### src/rtl/vadd_sequencer.sv
// vadd_sequencer: steps one vector-add instruction through a shared 24-bit
// floating-point adder (sign[23], mantissa[22:8], exponent[7:0]).
//
// Three-stage pipeline. An element is read in cycle k, the operands are
// registered in k+1, the sum is registered in k+2, and it is written in k+3.
//
// Ports
//   clk, rst                      clock and synchronous active-high reset
//   start, vlen, *_base           launch; vlen and bases are sampled in IDLE
//   stall                         freezes the pipeline, counters and FSM
//   rd_en, rd_addr_a/b, rd_data_* register-file read port (data one cycle later)
//   add_data_1/2, add_sum         adder operands (registered) and adder result
//   wr_en, wr_addr, wr_data       register-file write port
//   busy, done, ovf, sign_err     status; ovf and sign_err are sticky until start
module vadd_sequencer #(
  parameter int WORD_SIZE = 24,
  parameter int ADDR_W    = 8,
  parameter int VLEN_W    = 6
) (
  input  logic                 clk,
  input  logic                 rst,
  input  logic                 start,
  input  logic [VLEN_W-1:0]    vlen,
  input  logic [ADDR_W-1:0]    src_a_base,
  input  logic [ADDR_W-1:0]    src_b_base,
  input  logic [ADDR_W-1:0]    dst_base,
  input  logic                 stall,
  output logic                 rd_en,
  output logic [ADDR_W-1:0]    rd_addr_a,
  output logic [ADDR_W-1:0]    rd_addr_b,
  input  logic [WORD_SIZE-1:0] rd_data_a,
  input  logic [WORD_SIZE-1:0] rd_data_b,
  output logic [WORD_SIZE-1:0] add_data_1,
  output logic [WORD_SIZE-1:0] add_data_2,
  input  logic [WORD_SIZE-1:0] add_sum,
  output logic                 wr_en,
  output logic [ADDR_W-1:0]    wr_addr,
  output logic [WORD_SIZE-1:0] wr_data,
  output logic                 busy,
  output logic                 done,
  output logic                 ovf,
  output logic                 sign_err
);

  typedef enum logic [1:0] {IDLE, RUN, DRAIN, FIN} state_t;

  state_t                state_q, state_d;
  logic [VLEN_W-1:0]     idx_q, idx_d, vlen_q, vlen_d;
  logic [ADDR_W-1:0]     a_base_q, a_base_d, b_base_q, b_base_d, d_base_q, d_base_d;
  // Stage 0: a read is outstanding; its data arrives in this cycle.
  logic                  rd_pend_q, rd_pend_d;
  logic [ADDR_W-1:0]     dst_p_q, dst_p_d;
  // Skid: holds read data that arrived while stall was high.
  logic                  skid_vld_q, skid_vld_d;
  logic [WORD_SIZE-1:0]  skid_a_q, skid_a_d, skid_b_q, skid_b_d;
  // Stage 1: adder operands.
  logic                  v1_q, v1_d;
  logic [WORD_SIZE-1:0]  add1_q, add1_d, add2_q, add2_d;
  logic [ADDR_W-1:0]     dst1_q, dst1_d;
  // Stage 2: registered sum waiting to be written.
  logic                  v2_q, v2_d;
  logic [WORD_SIZE-1:0]  wr_data_q, wr_data_d;
  logic [ADDR_W-1:0]     wr_addr_q, wr_addr_d;
  logic                  ovf_q, ovf_d, sign_q, sign_d;

  always_comb begin
    state_d    = state_q;
    idx_d      = idx_q;
    vlen_d     = vlen_q;
    a_base_d   = a_base_q;
    b_base_d   = b_base_q;
    d_base_d   = d_base_q;
    rd_pend_d  = 1'b0;
    dst_p_d    = dst_p_q;
    skid_vld_d = skid_vld_q;
    skid_a_d   = skid_a_q;
    skid_b_d   = skid_b_q;
    v1_d       = v1_q;
    add1_d     = add1_q;
    add2_d     = add2_q;
    dst1_d     = dst1_q;
    v2_d       = v2_q;
    wr_data_d  = wr_data_q;
    wr_addr_d  = wr_addr_q;
    ovf_d      = ovf_q;
    sign_d     = sign_q;

    case (state_q)
      IDLE: if (start) begin
        vlen_d   = vlen;
        a_base_d = src_a_base;
        b_base_d = src_b_base;
        d_base_d = dst_base;
        idx_d    = '0;
        ovf_d    = 1'b0;
        sign_d   = 1'b0;
        state_d  = (vlen != '0) ? RUN : FIN;
      end
      RUN: if (!stall) begin
        rd_pend_d = 1'b1;
        dst_p_d   = d_base_q + ADDR_W'(idx_q);
        idx_d     = idx_q + VLEN_W'(1);
        if (idx_q == vlen_q - VLEN_W'(1)) state_d = DRAIN;
      end
      // Leave once the last element is in stage 2; its write happens this cycle.
      DRAIN: if (!stall && !rd_pend_q && !skid_vld_q && !v1_q) state_d = FIN;
      default: state_d = IDLE;
    endcase

    // Read data is only valid for one cycle, so catch it even under stall.
    if (rd_pend_q && stall) begin
      skid_vld_d = 1'b1;
      skid_a_d   = rd_data_a;
      skid_b_d   = rd_data_b;
    end

    if (!stall) begin
      v2_d = v1_q;
      if (v1_q) begin
        wr_data_d = add_sum;
        wr_addr_d = dst1_q;
        // Exponent wrap: an operand already at max exponent and the result wrapped to 0.
        if ((add1_q[7:0] == 8'hFF || add2_q[7:0] == 8'hFF) && add_sum[7:0] == 8'h00)
          ovf_d = 1'b1;
        if (add1_q[WORD_SIZE-1] || add2_q[WORD_SIZE-1]) sign_d = 1'b1;
      end
      v1_d = rd_pend_q || skid_vld_q;
      if (rd_pend_q) begin
        add1_d = rd_data_a;
        add2_d = rd_data_b;
        dst1_d = dst_p_q;
      end else if (skid_vld_q) begin
        add1_d     = skid_a_q;
        add2_d     = skid_b_q;
        dst1_d     = dst_p_q;
        skid_vld_d = 1'b0;
      end
    end
  end

  always_ff @(posedge clk) begin
    if (rst) begin
      state_q    <= IDLE;
      idx_q      <= '0;
      vlen_q     <= '0;
      a_base_q   <= '0;
      b_base_q   <= '0;
      d_base_q   <= '0;
      rd_pend_q  <= 1'b0;
      dst_p_q    <= '0;
      skid_vld_q <= 1'b0;
      skid_a_q   <= '0;
      skid_b_q   <= '0;
      v1_q       <= 1'b0;
      add1_q     <= '0;
      add2_q     <= '0;
      dst1_q     <= '0;
      v2_q       <= 1'b0;
      wr_data_q  <= '0;
      wr_addr_q  <= '0;
      ovf_q      <= 1'b0;
      sign_q     <= 1'b0;
    end else begin
      state_q    <= state_d;
      idx_q      <= idx_d;
      vlen_q     <= vlen_d;
      a_base_q   <= a_base_d;
      b_base_q   <= b_base_d;
      d_base_q   <= d_base_d;
      rd_pend_q  <= rd_pend_d;
      dst_p_q    <= dst_p_d;
      skid_vld_q <= skid_vld_d;
      skid_a_q   <= skid_a_d;
      skid_b_q   <= skid_b_d;
      v1_q       <= v1_d;
      add1_q     <= add1_d;
      add2_q     <= add2_d;
      dst1_q     <= dst1_d;
      v2_q       <= v2_d;
      wr_data_q  <= wr_data_d;
      wr_addr_q  <= wr_addr_d;
      ovf_q      <= ovf_d;
      sign_q     <= sign_d;
    end
  end

  assign rd_en      = (state_q == RUN) && !stall;
  assign rd_addr_a  = a_base_q + ADDR_W'(idx_q);
  assign rd_addr_b  = b_base_q + ADDR_W'(idx_q);
  assign add_data_1 = add1_q;
  assign add_data_2 = add2_q;
  assign wr_en      = v2_q && !stall;
  assign wr_addr    = wr_addr_q;
  assign wr_data    = wr_data_q;
  assign busy       = (state_q == RUN) || (state_q == DRAIN);
  assign done       = (state_q == FIN);
  assign ovf        = ovf_q;
  assign sign_err   = sign_q;

endmodule

### config.mk
export PLATFORM = sky130hd
export DESIGN_NAME = vadd_sequencer
export DESIGN_NICKNAME = d
export VERILOG_FILES = /design/src/rtl/vadd_sequencer.sv
export SDC_FILE = /design/constraint.sdc
export NUM_CORES = 1
export LEC_CHECK = 0
export BUFFER_PORTS_ARGS = -buffer_cell sky130_fd_sc_hd__buf_4
export CELL_PAD_IN_SITES_DETAIL_PLACEMENT = 0
export CELL_PAD_IN_SITES_GLOBAL_PLACEMENT = 1
export CORE_MARGIN = 2
export CORE_UTILIZATION = 40
export CTS_CLUSTER_DIAMETER = 150
export CTS_CLUSTER_SIZE = 20
export DETAILED_ROUTE_END_ITERATION = 8
export PLACE_DENSITY_LB_ADDON = 0.05
export SETUP_SLACK_MARGIN = 0.4
export SLEW_MARGIN = 10
export SYNTH_ARGS = -nofsm -noshare
export SYNTH_HDL_FRONTEND = slang
export SYNTH_SLANG_ARGS = --single-unit
### constraint.sdc
create_clock -name clk -period 3.4 [get_ports clk]
set_clock_uncertainty 0.05 [all_clocks]
set_input_delay 0.51 -clock clk [delete_from_list [all_inputs] [get_ports clk]]
set_output_delay 0.51 -clock clk [all_outputs]
set_load 0.05 [all_outputs]
### Word-level counts from Yosys, hierarchy flattened

Cells that the tools add are included.

* logic and storage cells: 94
* output and inout bits: 102
* bits of input ports: 106
* register bits after elaboration: 188

* reduce and logical (&&, ||, !) cells: 27
* eq/ne operators: 10
* multiplexer cells: 30
* bitwise logic cells: 2
* add/subtract/negate cells: 5

Operator list (count)
* $mux 24: 4
* $add 8x6->8: 3
* $eq 8x8->1 const B: 2
* $mux 8: 2
* $mux 1: 15
* $mux 6: 2
* $pmux 6 s2: 1
* $mux 2: 5
* $logic_not 8->1: 1
* $ne 2x2->1 const B: 4
* $reduce_and 2->1: 4
* $logic_and 1x1->1: 7
* $add 6x1->6 const B: 1
* $eq 6x6->1: 1
* $pmux 2 s3: 1
* $reduce_bool 6->1: 1
* $sub 6x1->6 const B: 1
* $eq 2x2->1 const B: 2
* $logic_not 1->1: 4
* $logic_or 1x1->1: 4
* $reduce_and 4->1: 1
* $reduce_bool 2->1: 2
* $reduce_and 3->1: 1
* $eq 2x1->1 const B: 1
* other kinds (3): 4

### Longest topological paths before layout

Gate-level depths: netlist of the first run.

* depth in word-level cells: 6
* depth in mapped cells: 9
* mapped depth without buffers: 9

### Least setup slack after synthesis of the first run

No wires, ideal clock.

* kind: flip-flop to output port
* start point: reg idx_q[0]
* end point: out rd_addr_a[6]
* cell stages (with the launch flop): 10
* data required time: 2840 ps
* path buffers: 0
* path slack: 362 ps
* data arrival time: 2478 ps
* cell sequence: dfxtp_1 ha_1 inv_1 fa_1 nor2b_1 o21ai_0 a21boi_0 o21a_1 nor2_1 xnor2_1

* word-level cells in the longest chain between the ends: 1

RTL lines
* from (decl): line 48 `logic [VLEN_W-1:0] idx_q, idx_d, vlen_q, vlen_d;`
* from (signal assigned): line 165 `idx_q <= idx_d;`
* $add 8x6->8: line 188 `assign rd_addr_a = a_base_q + ADDR_W'(idx_q);`
* to (decl): line 29 `output logic [ADDR_W-1:0] rd_addr_a,`

No other way between the ends.

### Final worst setup path of the first run

* start point: reg idx_q[1]
* end point: out rd_addr_a[7]

The elaborated chain is that of the path after synthesis.

==> impl_metrics.tcl, run 1 <==
set metrics [dict create \
    worst_setup_path_end_kind "output pin" \
    cts_buffers 17 \
    setup_tns_ps 0 \
    cts.clk_slew.worst_paths_ps 80 \
    nNetsFinal 1290 \
    peakVddDrop_uv 388.5 \
    worstPathCellList "ha_1 > a21o_1 > a21oi_2 > nand2b_1 > a21boi_1 > or4_1 > nand3_1 > buf_6" \
    vias 7015 \
    min_period_ps 2898 \
    cp-start-kind "flip-flop" \
    synth_top_cell_area_share_pct 46.69 \
    power_w 0.005796 \
    cts_max_level 4 \
    yosysTopAreaCell "dfxtp_1" \
    wl_um 20540 \
    firstDrtPassIters 4 \
    ys_seq_area_share_pct 46.69 \
    drive_above_1_share_pct 23.33 \
    synth_most_common_cell "nand2_1" \
    worst_slew_pin_slew_ps 998.0 \
    die_y_um 146.0 \
    ant_nets 0 \
    max_freq_mhz 345.0 \
    coreArea_sq_mm 0.01959 \
    cts_tree "built" \
    hold_violations 0 \
    worstPathArrival_ps 2340 \
    cts.sinks 188 \
    pwr_density_cell_mw_per_mm2 556.4 \
    ys_ff_latch 188 \
    synth_enable_flop_cells 0 \
    avgSynthCellArea_sq_um 8.175 \
    async_flop_share_pct 0 \
    antennaDiodeCount 0 \
    cap_violations 0 \
    grt_pass1_wl_um 33700 \
    initial_core_util_pct 41.14 \
    internal_power_w 0.003823 \
    drt-initial-drc-count 296 \
    setup_slack_ps 501.6 \
    dp_slack_ps 611.1 \
    clockPowerShare_pct 32.9 \
    period_share_pct 85.25 \
    syn_area_sq_mm 0.008060 \
    grt_usage_pct 19.33 \
    yosys-top-cells-area "dfxtp_1, nand2_1, a21oi_1" \
    wl_per_cell_um 14.31 \
    rsz0062_at_grt "true" \
    status "finished clean" \
    grt_max_degree 96 \
    slew_violations 0 \
    antenna_found_initial 0 \
    combPwrFrac_pct 24.9 \
    dp.cells 1399 \
    maxSlewHeadroom_pct 33.23 \
    gp_congestion 0.7265 \
    rr_worst_depth 10 \
    hold_depth 3 \
    grt-ovfl-total 0 \
    p_sw_share_pct 34.05 \
    area_delta_synth_final_pct 29.26 \
    hpwlAfterDp_um 13590 \
    syn-num-nets 1119 \
    setup_viol 0 \
    critPathMaxStageDelay_ps 410 \
    cp_max_fo 9 \
    numPortBuffers 207 \
    clock_path_buffers 2 \
    yosysWarnings 0 \
    p_switching_w 0.001974 \
    ys_top_cells_by_count "nand2_1, dfxtp_1, a21oi_1" \
    drc_errors 0 \
    io_pins 208 \
    placed_area_sq_mm 0.009782 \
    die_width_um 146.0 \
    dieArea_sq_mm 0.02130 \
    fin_area_sq_mm 0.01042 \
    synth_flop_cell "dfxtp_1" \
    crit_slowest_cell "or4_1" \
    clock_latency_ps 430 \
    share_seq_of_total_power_pct 42.2 \
    regToRegSetupSlack_ps 1060 \
    final_cells 1435 \
    avgViaCountPerCell 4.889 \
    ys_types 46 \
    hp-class "input pin to flip-flop" \
    crit_type "flip-flop to output pin" \
    p_leak_nw 3.960 \
    crit_required_ps 2840 \
    syn_inst 986 \
    rows 51 \
    clockRootBuffer "clkbuf_16" \
    first_global_vias 6575 \
]
-- flip-flops by register name, indices dropped and copies added, names as in the netlist, 2 cells and up --
| register | count |
|---|---|
| add_data_1 | 24 |
| add_data_2 | 24 |
| skid_a_q | 24 |
| skid_b_q | 24 |
| wr_data | 24 |
| a_base_q | 8 |
| b_base_q | 8 |
| d_base_q | 8 |
| dst1_q | 8 |
| dst_p_q | 8 |
| wr_addr | 8 |
| idx_q | 6 |
| vlen_q | 6 |
| state_q | 2 |
-- per-layer routing --
layer	part of all wire, %	track usage [%]	up-vias
met4	1.1	5.441	0
met5	0	0	-
met3	5.7	5.674	15
li1	-	-	3682
met1	45	23.80	3194
met2	48	32.90	124
-- layout make-up --
cell class              instances  area, sq um
flip-flops and latches        188         3779
well taps                     265        331.6
clock buffers                  17        425.4
fillers                      1945         9171
inverters                      23        86.33
repair buffers                219         1684
multi-input cells             708         3979
clock inverters                15        133.9
-- power by group through the flow --
| stage | Sequential (W) | Clock (W) | Combinational (W) |
|---|---|---|---|
| floorplan | 0.00265 | 0 | 0.000851 |
| global placement | 0.00250 | 0 | 0.00144 |
| detailed placement | 0.00250 | 0 | 0.00145 |
| CTS | 0.00245 | 0.00197 | 0.00146 |
| global route | 0.00247 | 0.00206 | 0.00159 |
| finish | 0.00245 | 0.00190 | 0.00145 |
-- path summary, 6_finish.rpt --
path,start,endpoint
setup / recovery,idx_q[1]$_SDFFE_PP0P_,rd_addr_a[7]
hold / removal,src_a_base[3],a_base_q[3]$_SDFFE_PP0P_
setup reg to reg,idx_q[0]$_SDFFE_PP0P_,dst_p_q[6]$_SDFFE_PP0P_
hold reg to reg,dst1_q[4]$_SDFFE_PP0P_,wr_addr[4]$_SDFFE_PP0P_
-- cell families after synthesis --
family,Yosys count,synth area share (%)
and+or+nand+nor,387,19.71
muxes,48,5.961
adders and majority gates,27,4.471
DFF,188,46.69
xor gates and xnor gates,20,2.173
AOI/OAI and AO/OA,226,16.47
buffers and inverters,90,4.517
-- cell usage in the layout, fill, tap and decap left out, types with 3 or more instances in the layout --
master and n:
ha_1 23, nand3_1 9, nand2b_1 4, dfxtp_1 184
nor2b_1 6, or4_1 4, inv_8 3, o21ai_0 14
buf_4 213, a21boi_1 3, inv_1 21, buf_6 4
clkinvlp_4 4, xnor2_1 12, nor2_1 69, mux2i_1 48
a211oi_1 51, dfxtp_4 4, nand2_1 258, nand4_1 8
a21o_1 3, nor4b_1 3, xor2_1 7, inv_6 4
a21oi_1 133, nor3_1 10, a21oi_2 5, clkbuf_16 17
-- stage by stage --
step / hold WS, ps / utilization (%)
2_1_floorplan: 378.7 / -
3_3_place_gp: 388.5 / 49.93
3_5_place_dp: 393.4 / 49.93
4_1_cts: 249.0 / 52.91
5_1_grt: 258.0 / 53.18
6_report: 267.4 / 53.18
-- critical path, delay by kind of cell, from the launching register on --
family                   cells  cell delay (ps)
adder cells (fa/ha/maj)      1              300
flip-flops                   1              380
AO/OA/AOI/OAI                3              430
AND/OR/NAND/NOR              3              630
buffers and inverters        1              160
-- repair_timing --
item                       CTS  global route
setup endpoints to repair    5             5
pin swaps                    1             3
gates resized for setup      7            13
setup buffers                2             2
hold buffers                 0             0
(Power assumes the default switching activity.)
==> run 2, diff against run 1 <==
--- a/config.mk
+++ b/config.mk
@@ -8,6 +8,7 @@
 export BUFFER_PORTS_ARGS = -buffer_cell sky130_fd_sc_hd__buf_4
 export CELL_PAD_IN_SITES_DETAIL_PLACEMENT = 0
 export CELL_PAD_IN_SITES_GLOBAL_PLACEMENT = 1
+export CORE_ASPECT_RATIO = 1.25
 export CORE_MARGIN = 2
 export CORE_UTILIZATION = 40
 export CTS_CLUSTER_DIAMETER = 150
==> run 2 against run 1 <==
Clock power is 9% higher. Count of clock-buffer cells in the layout is 1 higher. Sequential cell count stayed put. Routed wire length is 0.32% higher. Via count is 0.41% higher. Cell area is 0.95% higher. Die area hardly changed. Power is 3.3% higher. Sequential power is 2% higher. First-iteration DRC count is 1.4% lower. Critical path depth stayed put. Critical endpoint is now rd_addr_b[7].
==> impl_metrics.tcl, run 2 (synthesis gave the netlist of run 1 again) <==
set metrics [dict create \
    status "finished clean" \
    grt-ovfl-total 0 \
    io_pins 208 \
    peakVddDrop_uv 344.0 \
    cts.sinks 188 \
    fill_cells 1993 \
    cts_tree "built" \
    cts_max_level 4 \
    rows 58 \
    p_leak_nw 4.011 \
    top_layer "met4" \
    wl_um 20600 \
    cp-start-kind "flip-flop" \
    first_global_vias 6467 \
    hp-class "input pin to flip-flop" \
    vias 7044 \
    final_cell_mix "nand2_1, buf_4, dfxtp_1" \
    ff_latch_area_sq_mm 0.003775 \
    hold_violations 0 \
    layout_commonest_cell "nand2_1" \
    gp_congestion 0.7452 \
    timing.rr.start "idx_q[1]$_SDFFE_PP0P_" \
    area_delta_synth_final_pct 30.49 \
    grt_usage_pct 19.13 \
    dieArea_sq_mm 0.02131 \
    worst_setup_path_end_kind "output pin" \
    coreArea_sq_mm 0.01996 \
    placed_area_sq_mm 0.009806 \
    clock_latency_ps 420 \
    worstPathCellList "ha_1 > a21o_1 > a21oi_2 > nand2b_1 > a21oi_1 > or4_1 > nand3_1 > buf_4" \
    fin_area_sq_mm 0.01052 \
    firstDrtPassIters 6 \
    setup_tns_ps 0 \
    antennaDiodeCount 0 \
    setup_viol 0 \
    grt_pass1_wl_um 32570 \
    crit_slowest_cell "or4_1" \
    cp_max_fo 4 \
    cp-startpoint "idx_q[1]$_SDFFE_PP0P_" \
    grt_max_degree 105 \
    multi_input_area_sq_mm 0.003978 \
    initial_core_util_pct 40.39 \
    cts_buffers 17 \
    routed-wl-met3_um 1088 \
    numPortBuffers 207 \
    pwr_density_cell_mw_per_mm2 569.4 \
    antenna_found_initial 0 \
    drc_errors 0 \
    clock_path_buffers 2 \
    nNetsFinal 1298 \
    cts.clk_slew.worst_paths_ps 70 \
    min_period_ps 2910 \
    drt-initial-drc-count 292 \
    maxSlewHeadroom_pct 34.98 \
    crit_required_ps 2840 \
    critPathMaxStageDelay_ps 410 \
    routedLengthMet1_um 8945 \
    worst_slew_pin_slew_ps 975.3 \
    worstPathBufferInverterCount 1 \
    hpwlAfterDp_um 13860 \
    die_y_um 162.7 \
    min-delay-start "add_sum[8]" \
    die_width_um 131.0 \
    slew_violations 0 \
    met2WireLength_um 10410 \
    period_share_pct 85.57 \
    crit_type "flip-flop to output pin" \
    rsz0062_at_grt "true" \
    drive_above_1_share_pct 23.45 \
    worstPathArrival_ps 2350 \
    avgViaCountPerCell 4.868 \
    critPathTopFamily "simple AND/OR/NAND/NOR gates" \
    ant_nets 0 \
    cap_violations 0 \
    max_freq_mhz 343.7 \
    clockRootBuffer "clkbuf_16" \
    wl_per_cell_um 14.24 \
]
[run 2: stage by stage]
step                      setup WS, ps  power [W]  utilization [%]  hold WS [ps]  cells
final                            490.5   0.005989            52.70         278.5   1447
after global routing             349.3   0.006287            52.70         265.4   1447
after CTS                        403.8   0.006039            52.23         264.3   1439
after detailed placement         622.5   0.003954            49.13         392.2   1408
after global placement           615.8   0.003951            49.13         388.0   1408
after floorplan                  406.7   0.003500                -         378.7    986
[run 2: worst register-to-register path, cell delays in order, from the launching register on]
cell        delay (ps)
dfxtp_4            380
clkinvlp_4         130
buf_4              160
fa_1               450
nor2b_1            160
o21ai_0            110
a21boi_1           190
o21ai_0            110
or4_1              410
nand3_1             90
[run 2: worst paths after layout]
path | cells after the start | slack (ps) | end
worst max-delay path | 8 | 490 | rd_addr_b[7]
worst min-delay path | 3 | 280 | wr_data[8]$_SDFFE_PP0P_
worst max register to register | 9 | 1100 | dst_p_q[6]$_SDFFE_PP0P_
worst min register to register | 2 | 400 | v2_q$_SDFFE_PP0N_
[run 2: layout make-up]
cell class	instances	share of cell area (%)
clock buffer	18	4.080
clock inverter	13	1.713
inverter	23	0.8565
multi-input combinational	708	37.82
sequential	188	35.89
tap	270	3.212
timing repair buffer	227	16.43
[run 2: layer usage]
metal  global-route usage (%)  vias up
met2                    32.57      132
met3                    5.125        9
li1                         -     3689
met1                    24.14     3214
met5                        0        -
met4                    4.207        0
[run 2: what timing repair did]
| item | 4_1_cts | 5_1_grt |
|---|---|---|
| cloned | 0 | 0 |
| gates resized for setup | 5 | 12 |
| hold buffers | 0 | 0 |
| setup buffers | 0 | 8 |
| pin swaps | 1 | 7 |
| setup endpoints to repair | 4 | 4 |
[run 2: report_power, final]
part	internal, W	total (W)	switching, W
Combinational	0.000514	0.00142	0.000906
Clock	0.00118	0.00208	0.000905
Sequential	0.00235	0.00249	0.000138
